## src/rtl/bc_pkg.sv

```systemverilog
// Shared types and constants for the Bulls-and-Cows engine: state encoding,
// BCD digit type, 7-segment patterns and small decode helpers.
package bc_pkg;

    typedef enum logic [2:0] {
        ST_ENTRY,
        ST_BULLS,
        ST_COWS,
        ST_WIN,
        ST_LOSE
    } state_t;

    typedef logic [3:0] digit_t;

    // Active-low {g,f,e,d,c,b,a}
    localparam logic [6:0] SEG_0     = 7'b1000000;
    localparam logic [6:0] SEG_1     = 7'b1111001;
    localparam logic [6:0] SEG_2     = 7'b0100100;
    localparam logic [6:0] SEG_3     = 7'b0110000;
    localparam logic [6:0] SEG_4     = 7'b0011001;
    localparam logic [6:0] SEG_5     = 7'b0010010;
    localparam logic [6:0] SEG_6     = 7'b0000010;
    localparam logic [6:0] SEG_7     = 7'b1111000;
    localparam logic [6:0] SEG_8     = 7'b0000000;
    localparam logic [6:0] SEG_9     = 7'b0010000;
    localparam logic [6:0] SEG_BLANK = 7'b1111111;

    function automatic logic [6:0] seg_decode(input digit_t d);
        case (d)
            4'd0:    seg_decode = SEG_0;
            4'd1:    seg_decode = SEG_1;
            4'd2:    seg_decode = SEG_2;
            4'd3:    seg_decode = SEG_3;
            4'd4:    seg_decode = SEG_4;
            4'd5:    seg_decode = SEG_5;
            4'd6:    seg_decode = SEG_6;
            4'd7:    seg_decode = SEG_7;
            4'd8:    seg_decode = SEG_8;
            4'd9:    seg_decode = SEG_9;
            default: seg_decode = SEG_BLANK;
        endcase
    endfunction

    function automatic logic sw_is_onehot(input logic [9:0] sw);
        int n;
        n = 0;
        for (int k = 0; k < 10; k++) begin
            if (sw[k]) n++;
        end
        sw_is_onehot = (n == 1);
    endfunction

    function automatic digit_t sw_to_digit(input logic [9:0] sw);
        sw_to_digit = '0;
        for (int k = 0; k < 10; k++) begin
            if (sw[k]) sw_to_digit = digit_t'(k);
        end
    endfunction

endpackage

```

## src/rtl/bc_btn_cond.sv

```systemverilog
// Raw active-low button -> one-cycle press pulse; 3 cycles latency (+DEBOUNCE_CYCLES with BC_DEBOUNCE_EN).
// No backpressure: presses that occur while the engine is busy are simply dropped downstream.
module bc_btn_cond #(
    parameter int DEBOUNCE_CYCLES = 50000
) (
    input  logic clk,
    input  logic rst,
    input  logic btn_n,
    output logic press
);

    logic sync_q1;
    logic sync_q2;
    logic lvl;
    logic lvl_d;

    always_ff @(posedge clk or posedge rst) begin
        if (rst) begin
            sync_q1 <= 1'b1;
            sync_q2 <= 1'b1;
        end else begin
            sync_q1 <= btn_n;
            sync_q2 <= sync_q1;
        end
    end

`ifdef BC_DEBOUNCE_EN
    localparam int CNT_W = $clog2(DEBOUNCE_CYCLES + 1);
    logic [CNT_W-1:0] stable_cnt;

    // A new level is adopted only after it has been seen DEBOUNCE_CYCLES times in a row
    always_ff @(posedge clk or posedge rst) begin
        if (rst) begin
            lvl        <= 1'b1;
            stable_cnt <= '0;
        end else if (sync_q2 == lvl) begin
            stable_cnt <= '0;
        end else if (stable_cnt == CNT_W'(DEBOUNCE_CYCLES - 1)) begin
            lvl        <= sync_q2;
            stable_cnt <= '0;
        end else begin
            stable_cnt <= stable_cnt + CNT_W'(1);
        end
    end
`else
    assign lvl = sync_q2;
`endif

    always_ff @(posedge clk or posedge rst) begin
        if (rst) begin
            lvl_d <= 1'b1;
            press <= 1'b0;
        end else begin
            lvl_d <= lvl;
            press <= lvl_d & ~lvl;
        end
    end

endmodule

```

## src/rtl/bulls_cows_engine.sv

```systemverilog
// Bulls-and-Cows game engine; scoring result 2*DIGITS+1 cycles after the enter event (debounce via BC_DEBOUNCE_EN).
// No backpressure: button events outside ENTRY are ignored; ans_load always wins and aborts scoring.
module bulls_cows_engine
    import bc_pkg::*;
#(
    parameter int          DIGITS          = 4,
    parameter int          MAX_GUESSES     = 8,
    parameter logic [31:0] RESET_ANSWER    = 32'h9527,
    parameter int          DEBOUNCE_CYCLES = 50000
) (
    input  logic                               clk,
    input  logic                               rst,
    input  logic                               btn_enter_n,
    input  logic                               btn_next_n,
    input  logic                               mode_sw,
    input  logic [9:0]                         digit_sw,
    input  logic                               ans_load,
    input  logic [4*DIGITS-1:0]                ans_value,
    output logic [4*DIGITS-1:0]                guess,
    output logic [DIGITS-1:0]                  cursor,
    output logic [7*DIGITS-1:0]                hex_n,
    output logic [$clog2(DIGITS+1)-1:0]        a_cnt,
    output logic [$clog2(DIGITS+1)-1:0]        b_cnt,
    output logic                               score_valid,
    output logic                               busy,
    output logic                               win,
    output logic                               lose,
    output logic [$clog2(MAX_GUESSES+1)-1:0]   guess_cnt,
    output logic                               entry_err
);

    localparam int CW = $clog2(DIGITS + 1);
    localparam int GW = $clog2(MAX_GUESSES + 1);
    localparam int JW = $clog2(DIGITS);

    logic enter_ev;
    logic next_ev;

    bc_btn_cond #(.DEBOUNCE_CYCLES(DEBOUNCE_CYCLES)) u_enter (
        .clk   (clk),
        .rst   (rst),
        .btn_n (btn_enter_n),
        .press (enter_ev)
    );

    bc_btn_cond #(.DEBOUNCE_CYCLES(DEBOUNCE_CYCLES)) u_next (
        .clk   (clk),
        .rst   (rst),
        .btn_n (btn_next_n),
        .press (next_ev)
    );

    state_t                    state;
    logic [DIGITS-1:0][3:0]    guess_r;
    logic [DIGITS-1:0][3:0]    ans_r;
    logic [DIGITS-1:0]         used_r;
    logic [DIGITS-1:0]         done_r;
    logic [JW-1:0]             j_r;
    logic [CW-1:0]             a_acc;
    logic [CW-1:0]             b_acc;

    logic                      bull_hit;
    logic                      cow_hit;
    logic [DIGITS-1:0]         cow_sel;
    logic                      j_last;
    logic                      sw_ok;
    digit_t                    sw_digit;
    logic [CW-1:0]             b_next;
    logic [GW-1:0]             gcnt_next;

    assign guess     = guess_r;
    assign bull_hit  = (guess_r[j_r] == ans_r[j_r]);
    assign j_last    = (j_r == JW'(DIGITS - 1));
    assign sw_ok     = sw_is_onehot(digit_sw);
    assign sw_digit  = sw_to_digit(digit_sw);
    assign b_next    = b_acc + CW'(cow_hit);
    assign gcnt_next = guess_cnt + GW'(1);

    // Lowest unused guess position matching answer digit j; descending scan so the lowest match wins
    always_comb begin
        cow_hit = 1'b0;
        cow_sel = '0;
        if (!done_r[j_r]) begin
            for (int k = DIGITS - 1; k >= 0; k--) begin
                if (!used_r[k] && (guess_r[k] == ans_r[j_r])) begin
                    cow_hit    = 1'b1;
                    cow_sel    = '0;
                    cow_sel[k] = 1'b1;
                end
            end
        end
    end

    always_comb begin
        hex_n = '0;
        for (int i = 0; i < DIGITS; i++) begin
            hex_n[7*i +: 7] = seg_decode(guess_r[i]);
        end
    end

    always_ff @(posedge clk or posedge rst) begin
        if (rst) begin
            state       <= ST_ENTRY;
            guess_r     <= '0;
            ans_r       <= RESET_ANSWER[4*DIGITS-1:0];
            cursor      <= DIGITS'(1);
            used_r      <= '0;
            done_r      <= '0;
            j_r         <= '0;
            a_acc       <= '0;
            b_acc       <= '0;
            a_cnt       <= '0;
            b_cnt       <= '0;
            score_valid <= 1'b0;
            busy        <= 1'b0;
            win         <= 1'b0;
            lose        <= 1'b0;
            guess_cnt   <= '0;
            entry_err   <= 1'b0;
        end else begin
            entry_err <= 1'b0;
            if (ans_load) begin
                state       <= ST_ENTRY;
                ans_r       <= ans_value;
                guess_r     <= '0;
                cursor      <= DIGITS'(1);
                a_cnt       <= '0;
                b_cnt       <= '0;
                score_valid <= 1'b0;
                busy        <= 1'b0;
                win         <= 1'b0;
                lose        <= 1'b0;
                guess_cnt   <= '0;
            end else begin
                case (state)
                    ST_ENTRY: begin
                        if (mode_sw) begin
                            if (enter_ev) begin
                                if (sw_ok) begin
                                    for (int i = 0; i < DIGITS; i++) begin
                                        if (cursor[i]) guess_r[i] <= sw_digit;
                                    end
                                    score_valid <= 1'b0;
                                end else begin
                                    entry_err <= 1'b1;
                                end
                            end
                            if (next_ev) cursor <= {cursor[DIGITS-2:0], cursor[DIGITS-1]};
                        end else if (enter_ev) begin
                            score_valid <= 1'b0;
                            used_r      <= '0;
                            done_r      <= '0;
                            a_acc       <= '0;
                            b_acc       <= '0;
                            j_r         <= '0;
                            busy        <= 1'b1;
                            state       <= ST_BULLS;
                        end
                    end
                    ST_BULLS: begin
                        if (bull_hit) begin
                            a_acc     <= a_acc + CW'(1);
                            used_r[j_r] <= 1'b1;
                            done_r[j_r] <= 1'b1;
                        end
                        if (j_last) begin
                            j_r   <= '0;
                            state <= ST_COWS;
                        end else begin
                            j_r <= j_r + JW'(1);
                        end
                    end
                    ST_COWS: begin
                        b_acc  <= b_next;
                        used_r <= used_r | cow_sel;
                        if (j_last) begin
                            a_cnt       <= a_acc;
                            b_cnt       <= b_next;
                            score_valid <= 1'b1;
                            guess_cnt   <= gcnt_next;
                            busy        <= 1'b0;
                            if (a_acc == CW'(DIGITS)) begin
                                win   <= 1'b1;
                                state <= ST_WIN;
                            end else if (gcnt_next == GW'(MAX_GUESSES)) begin
                                lose  <= 1'b1;
                                state <= ST_LOSE;
                            end else begin
                                state <= ST_ENTRY;
                            end
                        end else begin
                            j_r <= j_r + JW'(1);
                        end
                    end
                    ST_WIN:  win  <= 1'b1;
                    ST_LOSE: lose <= 1'b1;
                    default: state <= ST_ENTRY;
                endcase
            end
        end
    end

endmodule

```

## config.mk

```make
export PLATFORM = sky130hd
export DESIGN_NAME = bulls_cows_engine
export DESIGN_NICKNAME = d
export VERILOG_FILES = /design/src/rtl/bc_pkg.sv /design/src/rtl/bc_btn_cond.sv /design/src/rtl/bulls_cows_engine.sv
export SDC_FILE = /design/constraint.sdc
export NUM_CORES = 1
export LEC_CHECK = 0
export ABC_AREA = 0
export CORE_MARGIN = 1.5
export CORE_UTILIZATION = 36
export CTS_BUF_LIST = sky130_fd_sc_hd__clkbuf_2 sky130_fd_sc_hd__clkbuf_4 sky130_fd_sc_hd__clkbuf_8
export CTS_CLUSTER_DIAMETER = 80
export DETAILED_ROUTE_END_ITERATION = 10
export PLACE_DENSITY = 0.63
export SLEW_MARGIN = 20
export SYNTH_ARGS = -nofsm -noshare
export SYNTH_HDL_FRONTEND = slang
export SYNTH_HIERARCHICAL = 1
export SYNTH_SLANG_ARGS = --single-unit
```

## constraint.sdc

```tcl
create_clock -name clk -period 4.4 [get_ports clk]
set_input_delay 0.88 -clock clk [delete_from_list [all_inputs] [get_ports clk]]
set_output_delay 0.88 -clock clk [all_outputs]
set_load 0.1 [all_outputs]
```

# [Word-level counts from Yosys, hierarchy flattened]
# Memories as Yosys holds them, arrays and structs flattened.
# Index checks and enable logic that the tools add are counted.
[word_totals] ff_bits=78 mem_bits_ro=448 input_bits=32 output_inout_bits=63 elab_cells=236 mem_count=4
[op_classes] n_addsub=13 n_lt_le_gt_ge=2 n_eq_ne=26 muxes=109 bitwise=8 n_reduce_logical=43
[memory_table] memory="(name not given)" words=16 width=7 rd=1 rd_clocked_by_memory_dff=0 write_ports=0 line="bc_pkg.sv:29" source="case (d)"
[memory_table] memory="(name not given)" words=16 width=7 rd=1 rd_clocked_by_memory_dff=0 write_ports=0 line="bc_pkg.sv:29"
[memory_table] memory="(name not given)" words=16 width=7 rd=1 rd_clocked_by_memory_dff=0 write_ports=0 line="bc_pkg.sv:29"
[memory_table] memory="(name not given)" words=16 width=7 rd=1 rd_clocked_by_memory_dff=0 write_ports=0 line="bc_pkg.sv:29"
[op_table] operator="adder 32 x 2 -> 32 bit, second input constant" n=9
[op_table] operator="2-to-1 mux 32 bit" n=9
[op_table] operator="2-to-1 mux 4 bit" n=30
[op_table] operator="2-to-1 mux 16 bit" n=5
[op_table] operator="2-to-1 mux 3 bit" n=16
[op_table] operator="AND reduction 5 bit" n=8
[op_table] operator="equality test 32 x 2 -> 1 bit, second input constant" n=1
[op_table] operator="2-to-1 mux 1 bit" n=31
[op_table] operator="nonzero test 2 bit" n=13
[op_table] operator="equality test 4 bit" n=5
[op_table] operator="!= test 3 bit, second input constant" n=6
[op_table] operator="binary-select mux 4 bit (select 2 bit)" n=2
[op_table] operator="AND reduction 4 bit" n=4
[op_table] operator="OR 4 bit" n=3
[op_table] operator="one-hot mux 3 bit (2 select lines)" n=2
[op_table] operator="one-hot mux 3 bit (4 select lines)" n=1
[op_table] operator="one-hot mux 4 bit (3 select lines)" n=1
[op_table] operator="nonzero test 3 bit" n=4
[op_table] operator="2-to-1 mux 2 bit" n=4
[op_table] operator="one-hot mux 1 bit (2 select lines)" n=4
[op_table] operator="one-hot mux 4 bit (2 select lines)" n=1
[op_table] operator="equality test 3 x 2 -> 1 bit, second input constant" n=2
[op_table] operator="equality test 3 bit, second input constant" n=2
[op_table] operator="!= test 2 bit, second input constant" n=3
[op_table] operator="23 further kinds" n=35

# [Depth between registers and ports, before layout]
[logic_depth] word_depth=25 mapped_depth=31 depth_no_buf=31

# [By module]
# The synthesis kept the hierarchy.
[modules_own_cells] mod="bulls_cows_engine" n_inst=1 cells_each=593 area_each_um2=5281.3 seq_area_each_um2=1762.9
[modules_own_cells] mod="bc_btn_cond" n_inst=2 cells_each=6 area_each_um2=121.4 seq_area_each_um2=103.8

# [Worst setup path before layout]
# Ideal clock, no wire load.
[synth_timing] path_kind="input-to-reg" start="in digit_sw[0]" end="reg guess_r, in the netlist guess[13]" setup_ps=142 arrival_ps=6202 t_required_ps=4258 path_slack_ps=-1944 path_stages=31 n_path_buf=0 path_cell_list="inv_1 -> ha_1 -> xnor2_1 -> inv_2 -> ha_1 -> and2_1 -> or2_2 -> ha_1 -> mux2_2 -> ha_1 -> a2bb2oi_1 -> a21oi_1 -> inv_1 -> ha_1 -> nor2_1 -> nor2_1 -> ha_1 -> nand2_1 -> o31ai_1 -> ha_1 -> inv_1 -> a21oi_1 -> ha_1 -> nand2_1 -> mux2i_1 -> a21oi_1 -> o211ai_1 -> o311ai_1 -> nor2_4 -> nand3_2 -> mux2i_1"
[synth_between] elab_chain_len=22
[synth_rtl] item="start: declaration" line="bulls_cows_engine.sv:16" source="input logic [9:0] digit_sw,"
[synth_rtl] item="2-to-1 mux 1 bit (*)" line="bc_pkg.sv:48" source="if (sw[k]) n++;"
[synth_rtl] item="adder 32 x 2 -> 32 bit" line="bc_pkg.sv:48"
[synth_rtl] item="2-to-1 mux 32 bit (*)" line="bc_pkg.sv:48"
[synth_rtl] item="adder 32 x 2 -> 32 bit" line="bc_pkg.sv:48"
[synth_rtl] item="2-to-1 mux 32 bit (*)" line="bc_pkg.sv:48"
[synth_rtl] item="adder 32 x 2 -> 32 bit" line="bc_pkg.sv:48"
[synth_rtl] item="2-to-1 mux 32 bit (*)" line="bc_pkg.sv:48"
[synth_rtl] item="adder 32 x 2 -> 32 bit" line="bc_pkg.sv:48"
[synth_rtl] item="(+6 left out)"
[synth_rtl] item="2-to-1 mux 32 bit (*)" line="bc_pkg.sv:48"
[synth_rtl] item="adder 32 x 2 -> 32 bit" line="bc_pkg.sv:48"
[synth_rtl] item="2-to-1 mux 32 bit (*)" line="bc_pkg.sv:48"
[synth_rtl] item="adder 32 x 2 -> 32 bit" line="bc_pkg.sv:48"
[synth_rtl] item="2-to-1 mux 32 bit (*)" line="bc_pkg.sv:48"
[synth_rtl] item="equality test 32 x 2 -> 1 bit (*)" line="bc_pkg.sv:50" source="sw_is_onehot = (n == 1);"
[synth_rtl] item="nonzero test 2 bit (no line) (*)"
[synth_rtl] item="AND reduction 5 bit (no line) (*)"
[synth_rtl] item="end signal: indexed assignment" line="bulls_cows_engine.sv:141" source="if (cursor[i]) guess_r[i] <= sw_digit;"
[synth_rtl] item="end: declaration" line="bulls_cows_engine.sv:54" source="logic [DIGITS-1:0][3:0] guess_r;"
# Every way passes the cells marked *; elsewhere a longest branch is shown, timed or not.
# A chain may end at the register's enable or synchronous reset.

# [Worst setup path after layout]
[layout_timing] start="in digit_sw[1]" end="reg guess_r, in the netlist guess[9]"
[layout_between] elab_chain_len=20
[layout_rtl] item="2-to-1 mux 32 bit (*)" line="bc_pkg.sv:48"
[layout_rtl] item="adder 32 x 2 -> 32 bit" line="bc_pkg.sv:48"
[layout_rtl] item="2-to-1 mux 32 bit (*)" line="bc_pkg.sv:48"
[layout_rtl] item="adder 32 x 2 -> 32 bit" line="bc_pkg.sv:48"
[layout_rtl] item="2-to-1 mux 32 bit (*)" line="bc_pkg.sv:48"
[layout_rtl] item="adder 32 x 2 -> 32 bit" line="bc_pkg.sv:48"
[layout_rtl] item="2-to-1 mux 32 bit (*)" line="bc_pkg.sv:48"
[layout_rtl] item="adder 32 x 2 -> 32 bit" line="bc_pkg.sv:48"
[layout_rtl] item="(+4 left out)"
[layout_rtl] item="2-to-1 mux 32 bit (*)" line="bc_pkg.sv:48"
[layout_rtl] item="adder 32 x 2 -> 32 bit" line="bc_pkg.sv:48"
[layout_rtl] item="2-to-1 mux 32 bit (*)" line="bc_pkg.sv:48"
[layout_rtl] item="adder 32 x 2 -> 32 bit" line="bc_pkg.sv:48"
[layout_rtl] item="2-to-1 mux 32 bit (*)" line="bc_pkg.sv:48"
[layout_rtl] item="equality test 32 x 2 -> 1 bit (*)" line="bc_pkg.sv:50"
[layout_rtl] item="nonzero test 2 bit (no line) (*)"
[layout_rtl] item="AND reduction 5 bit (no line) (*)"
# Marked as above.

==> metrics.md <==
| Metric | Value |
|---|---|
| Outcome | `finished, violations left` |
| Failing checks | `negative setup slack` |
| Reg2Reg Setup Slack | `1.18 ns` |
| Vias per cell | `5.17` |
| Total CTS buffers | `9` |
| Core Footprint | `15,100 µm²` |
| I/O Buffers | `94` |
| Largest net degree at the start of global routing | `60` |
| Worst Clk Skew | `0.0142 ns` |
| FF+latch area | `1970 µm²` |
| Power, Total | `0.00267 W` |
| Actual slew at the worst max-slew pin | `0.984 ns` |
| Area grow syn2layout | `35.0%` |
| Number of global-route vias before repair | `4,674` |
| Mapped cell area | `5520 µm²` |
| Worst reg2reg path depth | `7` |
| Fillers | `1,346` |
| GR Overflow Total | `0` |
| Synth unique cells | `63` |
| Yosys reg bits | `78` |
| Crit path max-delay family | `adder cells` |
| F_max | `0.176 GHz` |
| Die Y | `127 µm` |
| Sw power | `0.00100 W` |
| First-pass GRT wire length | `22.5 mm` |
| Via Count | `4,828` |
| CP Max Fanout | `4` |
| Final setup vio count | `18` |
| Bufs and invs on worst path | `6` |
| Chip width | `127 µm` |
| CP startpoint kind | `input pin` |
| EDFF count, synth | `0` |
| Sw frac | `37.6%` |
| Synthesized Nets | `675` |
| Placement Cell Area | `7160 µm²` |
| Hold Path Sink | `u_enter/lvl` |
| Placed cells | `911` |
| Root Driver | `clkbuf_8` |
| Slew Viols, Final | `0` |
| Yosys warns | `6` |
| Setup crit end kind | `flop` |
| Area of the multi-input gates | `3480 µm²` |
| Peak supply drop | `0.193 mV` |
| Post-route cell area | `7460 µm²` |
| Hold depth | `0` |
| Site Rows | `45` |
| Slew headroom | `34.2%` |
| PnR worst setup slack | `-1.27 ns` |
| Hold_buf cts | `0` |
| Crit Path Category | `input pin to flop` |
| Slowest stage delay, CP | `0.31 ns` |
| Final Hold Vio Count | `0` |
| Post-route non-filler standard cell count | `933` |
| TritonCTS clock tree | `yes` |
| Most common library cells after synthesis | `nand2_1, dfrtp_1, nor2_1, a21oi_1, inv_1` |
| Clock sinks | `78` |
| Worst-path clk slew | `0.08 ns` |
| Drt drc | `0` |
| Power Dens Cells | `359 nW/µm²` |
| Critical-path top delay cell | `ha_1` |
| RSZ-0062 raised after global routing | `yes` |
| Async SR Flop Fraction | `100%` |
| Initial antenna violation count | `0` |
| Register area share after synthesis | `35.7%` |
| Starting Density | `36.6%` |
| Ranking of synthesized cells by area | `dfrtp_1, ha_1, dfstp_2, nand2_1, a21oi_1` |
| Reg2Reg Launch Point | `j_r[0]` |
| Largest area contributor in the netlist | `dfrtp_1` |
| Clock latency on the worst-skew pair | `0.36 ns` |
| Hold slack | `0.357 ns` |
| CTS HTree Levels | `3` |
| Ports | `95` |
| Seq pwr share | `34.1%` |
| Leakage | `3.24 nW` |
| Detailed Routing Iterations Pass 1 | `5` |
| Post-DP HPWL | `10.4 mm` |
| Crit path launch | `digit_sw[1]` |
| Combinational power share | `45.9%` |
| DRT antenna net count | `0` |
| Total Routed Length | `13.8 mm` |
| Final Critical Period | `5.67 ns` |
| Internal power | `0.00167 W` |
| Antenna cell count | `0` |
| Period utilisation layout | `129%` |
| Reg-to-reg endpoint | `a_acc[0]` |
| Post-Synthesis Cells | `605` |
| Largest buffer count on any clock path | `2` |
| Layout net count | `810` |
| Wire per inst | `14.8 µm` |
| Min-delay src | `u_enter/sync_q1` |
| Iteration-0 DRC Markers | `334` |
| Avg Inst Size Synth | `9.13 µm²` |
| CP Depth | `33` |
| Crit-path most repeated cell | `ha_4` |
| Share of layout cells above drive strength 1 | `22.7%` |
| MaxCap Viol Count | `0` |
| Clock power frac | `20.0%` |
| Top-count cell post-synth | `nand2_1` |
| DIE AREA | `16,100 µm²` |
| Worst path required time | `4.60 ns` |
| GRT Overall Usage | `17.2%` |
| Routability cong. | `0.852` |
| Post-synth top flop | `dfrtp_1` |
| CP arrival | `5.87 ns` |
| Worst Hold Class | `flop to flop` |
| Synth top area share | `28.5%` |
==> state kept, by name (all words and copies together) (netlist names), 2 cells and up <==
| name | count |
|---|---|
| guess | 16 |
| b_cnt | 3 |
| a_cnt | 3 |
| a_acc | 3 |
| ans_r | 16 |
| done_r | 4 |
| cursor | 4 |
| used_r | 4 |
| b_acc | 3 |
| state | 3 |
| j_r | 2 |
| guess_cnt | 4 |
==> through the flow <==
step	setup slack [ns]	TNS, ns	util, %
6_report	-1.27	-22.32	49.4
5_1_grt	-1.50	-26.28	49.4
4_1_cts	-1.38	-24.08	49.1
3_5_place_dp	-2.29	-40.65	47.5
3_3_place_gp	-2.12	-37.67	47.5
2_1_floorplan	-1.52	-26.93	-
==> worst reg2reg max path, cell delays in order, from the launching register on <==
cell,delay [ns]
dfrtp_1,0.65
mux4_2,0.70
xnor2_1,0.20
nand4_1,0.24
mux4_2,0.58
a311oi_2,0.37
buf_4,0.22
mux2i_1,0.18
==> per-layer routing <==
layer  routed length [µm]  track usage (%)  up-vias
met5                    0                0        -
met4                  186             4.14        0
met3                  613             3.04       15
met2                 6690             29.3      126
met1                 6290             22.8     2332
li1                     -                -     2355
==> placed cells by master (no fill, tap or decap), types with 4 or more instances in the layout <==
cell type        count
a211oi_1             4
a21oi_1             43
a21oi_2              4
a22o_1               4
buf_4               60
clkbuf_8             9
clkdlybuf4s50_1     88
clkinvlp_4           4
dfrtp_1             63
dfstp_2             15
ha_1                31
ha_4                 6
inv_1               34
inv_2                5
mux2_2              16
mux2i_1             23
mux4_2               6
nand2_1             66
nand2b_1            21
nand3_1             10
nand3_4              4
nand4_1              7
nor2_1              58
nor3_1              13
o21ai_0             23
o21ai_1              6
or2_2                5
xnor2_1             25
xnor3_1              4
xor2_1              10
==> layout make-up <==
cell class	instances	share of cell area, %
clock buffer	9	1.66
clock inverter	7	0.990
multi-input combinational	456	46.6
inverter	40	2.18
timing repair buffer	155	19.0
sequential	78	26.4
tap	188	3.15
==> kinds of logic (layout without fill, tap and decap cells) <==
group,count (synthesis),count (layout),share of synthesized area [%]
AO/OA/AOI/OAI,116,116,13.1
XOR/XNOR,44,44,8.65
adder cells (fa/ha/maj),38,38,8.61
buffers and inverters,71,211,5.03
flip-flops,78,78,35.7
multiplexers,47,47,10.3
AND/OR/NAND/NOR,211,211,18.6
==> how the worst max path moves through the flow <==
stage / slack [ns] / endpoint
floorplan: -1.52 / guess[13]
global placement: -2.12 / guess[13]
detailed placement: -2.29 / guess[9]
CTS: -1.38 / guess[9]
global route: -1.50 / guess[5]
finish: -1.27 / guess[9]
==> what timing repair did <==
action	4_1_cts	5_1_grt
endpoints found under the setup margin	18	18
pin swaps	16	7
setup buffers	5	2
gates resized for setup	16	10
==> power groups by stage <==
stage          Sequential (W)  Clock (W)  Combinational [W]
2_1_floorplan        0.000905          0           0.000836
3_3_place_gp         0.000919          0            0.00113
3_5_place_dp         0.000925          0            0.00116
4_1_cts              0.000911   0.000545            0.00120
5_1_grt              0.000927   0.000575            0.00134
6_report             0.000911   0.000536            0.00123
Power figures use the tool's default switching activity.
